### src/rtl/lr_shift_reg.sv
// rtl/lr_shift_reg.sv - bidirectional shift register with parallel load and serial in/out
//
// Purpose: generic data-path shifter / serialiser. Each rising edge performs, in
// priority order, a parallel load, a one-bit shift (direction from lr_bar), or a hold.
//
// Optional feature: define LR_SHIFT_ROTATE_EN to add the rot input, which makes a
// shift refill the vacated position with the bit leaving the register instead of ser_in.
//
// Ports:
//   clk      - rising-edge clock
//   rst      - asynchronous active-low reset, clears y
//   load     - parallel load enable (highest priority)
//   shift_en - shift enable, ignored while load=1
//   lr_bar   - 0 = shift toward MSB, 1 = shift toward LSB
//   i        - parallel load data
//   ser_in   - serial fill bit for the vacated position
//   rot      - (LR_SHIFT_ROTATE_EN only) refill from the outgoing bit
//   y        - registered contents
//   ser_out  - bit that leaves on the next shift in the current direction

module lr_shift_reg #(
    parameter int WIDTH = 4
) (
    input  logic             clk,
    input  logic             rst,
    input  logic             load,
    input  logic             shift_en,
    input  logic             lr_bar,
    input  logic [WIDTH-1:0] i,
    input  logic             ser_in,
`ifdef LR_SHIFT_ROTATE_EN
    input  logic             rot,
`endif
    output logic [WIDTH-1:0] y,
    output logic             ser_out
);

    logic fill_bit;

    // The outgoing bit is ser_out in both directions, so rotation reuses it.
`ifdef LR_SHIFT_ROTATE_EN
    assign fill_bit = rot ? ser_out : ser_in;
`else
    assign fill_bit = ser_in;
`endif

    assign ser_out = lr_bar ? y[0] : y[WIDTH-1];

    always_ff @(posedge clk or negedge rst) begin
        if (!rst) begin
            y <= '0;
        end else if (load) begin
            y <= i;
        end else if (shift_en) begin
            if (lr_bar) begin
                y <= {fill_bit, y[WIDTH-1:1]};
            end else begin
                y <= {y[WIDTH-2:0], fill_bit};
            end
        end
    end

endmodule

### config.mk
export PLATFORM = sky130hd
export DESIGN_NAME = lr_shift_reg
export DESIGN_NICKNAME = d
export VERILOG_FILES = /design/src/rtl/lr_shift_reg.sv
export SDC_FILE = /design/constraint.sdc
export NUM_CORES = 1
export LEC_CHECK = 0
export BUFFER_PORTS_ARGS = -buffer_cell sky130_fd_sc_hd__clkbuf_2
export CAP_MARGIN = 20
export CORE_AREA = 2 2 39 41
export DETAILED_ROUTE_END_ITERATION = 8
export DIE_AREA = 0 0 41 43
export PLACE_DENSITY = 0.48
export SYNTH_ARGS = -nofsm -noshare
export SYNTH_HDL_FRONTEND = slang
export SYNTH_SLANG_ARGS = --single-unit
### constraint.sdc
create_clock -name clk -period 1.96 [get_ports clk]
set_input_delay 0.294 -clock clk [delete_from_list [all_inputs] [get_ports clk]]
set_output_delay 0.294 -clock clk [all_outputs]
set_load 0.02 [all_outputs]
==> metrics <==
status=completed; CP max stage delay=0.40 ns; Die H=43 um; Worst EP arrival=1.05 ns; register area share after synthesis=0.4103; core area=0.001384 mm^2; required time of the critical path=1.67 ns; synthesis-to-finish area growth=48.21%; crit path kind=reg -> out; first-pass GRT wire length=897 um; Setup Fix Bufs, Post-CTS=0; max FFs per register=4; Syn. warnings=0; initial antenna violation count=0; PD cells=736.7 mW/mm^2; CP Capture Type=output pin; max-slew violation count=0; Clock Tree Root=clkbuf_4; relative slew slack=0.8784; worst vdd ir=0.0002410 V; Max stage delay cell, worst path=dfrtp_1; setup_tns=0 ns; placed inst area=329.1 um^2; clock slew at reported path FFs=0.04 ns; FP Rows=14; Final Cycle Share=0.6881; RSZ-0062 raised after global routing=no; pin count of the biggest net entering global routing=10; Via Count=220; total grt overflow=0; most common cell after layout, fill and taps aside=clkbuf_2; largest register by flop count=y; Static Leakage=0.0001802 uW; skew final=0.0001596 ns; post-synthesis sequential element count=4; WP buf/inv=1; Min-Delay Path Class=in -> reg; critical path startpoint category=flip-flop; synthesized net count=33; CTS Buf Count=3; Post-Route WL=591 um; Final Util=0.2613; IO Port Bufs=14; Initial Util=0.1763; Total GRT Usage=0.08174; initial drt markers=0; Mapped Cells=23; num ports=15; H-tree Lvls=1; drt via density=3.929; DRC viols=0; clock latency on the worst-skew pair=0.23 ns; worst-margin pin slew=0.1816 ns; CTS tree=done; Final Cell Area=361.6 um^2; nets@finish=52; post-route ant nets=0; Largest regs=y x4; final hold vios=0; CTS Buffer Depth=2; Mean Syn Cell Area=10.61 um^2; width of the die=41 um; Max-cap violations=0; RD Place Congestion=0.5987; clock sink total=4; crit path max fanout=4; number of diodes=0; drt wl/cell=10.55 um; synth unique cells=8; layout cell share with drive strength beyond 1=0.4500; Max Fclk=0.7415 GHz; vias in the first global route=218; synthesized area=244.0 um^2; CP Cell Sequence=mux2_2 > clkbuf_2; drt pass-1 iters=1; minimum clock period=1.349 ns; CP delay by family, top=flip-flops; die area=0.001763 mm^2; Setup Viol. Count Final=0
-- metrics by stage --
stage	instances	total power, uW	setup WS (ns)	hold WS (ns)
after floorplan	23	139.1	0.8251	-0.001591
after global placement	52	169.0	0.7058	0.1049
after detailed placement	52	168.6	0.7048	0.1046
after CTS	56	274.2	0.5991	0.2991
after global routing	56	282.2	0.5790	0.3221
final	56	266.4	0.6113	0.2986
-- worst register-to-register path, delay by kind of cell, from the launching register on --
kind | cells | cell delay [ns]
simple gates | 1 | 0.35
compound gates | 1 | 0.11
flops | 1 | 0.38
-- where the power goes --
part           internal, uW  leakage [uW]  switching [uW]
logic                  30.7      0.000118            36.7
clock network          68.2     0.0000138            29.8
registers              92.0     0.0000488            8.95
-- metal layers --
metal | vias to the layer above | part of all wire | wire [um] | global-route usage
met2 | 14 | 0.31 | 185 | 0.08125
met4 | 0 | 0 | 0 | 0.08000
met3 | 0 | 0.13 | 76 | 0.02094
met5 | - | 0 | 0 | 0
met1 | 84 | 0.56 | 329 | 0.1275
li1 | 122 | - | - | -
-- logic make-up after synthesis --
family	after synthesis	share of synthesized area
buf+inv	1	0.02049
compound gates	4	0.1231
mux	5	0.2103
flops	4	0.4103
simple gates	9	0.2359
-- repair_timing --
action,in CTS,in global routing
hold buffers,1,0
setup endpoints to repair,0,0
resized for setup,0,0
hold endpoints to repair,4,0
-- worst paths after layout --
path / startpoint / end / slack, ns / cells past startpoint
worst min-delay path: i[2] / y[2] / 0.30 / 3
worst max register to register: y[3] / y[3] / 1.03 / 2
worst max-delay path: y[0] / ser_out / 0.61 / 2
min in group asynchronous: rst / y[3] / 0.40 / 2
max in group asynchronous: rst / y[0] / 1.45 / 2
worst min register to register: y[1] / y[2] / 0.68 / 2
-- synthesized netlist by cell type --
cell      count  area share
buf_2         1       0.020
dfrtp_1       4        0.41
mux2_2        1       0.046
mux2i_1       4        0.16
nand2_1       4       0.062
o211ai_1      4        0.12
or2b_1        1       0.031
or3b_1        4        0.14
-- final cells by class --
type	instances	area, um^2
clock buffers	3	22.52
fillers	152	1022
multi-input cells	18	138.9
flip-flops and latches	4	100.1
well taps	16	20.02
repair buffers	15	80.08
Power figures use the tool's default switching activity.
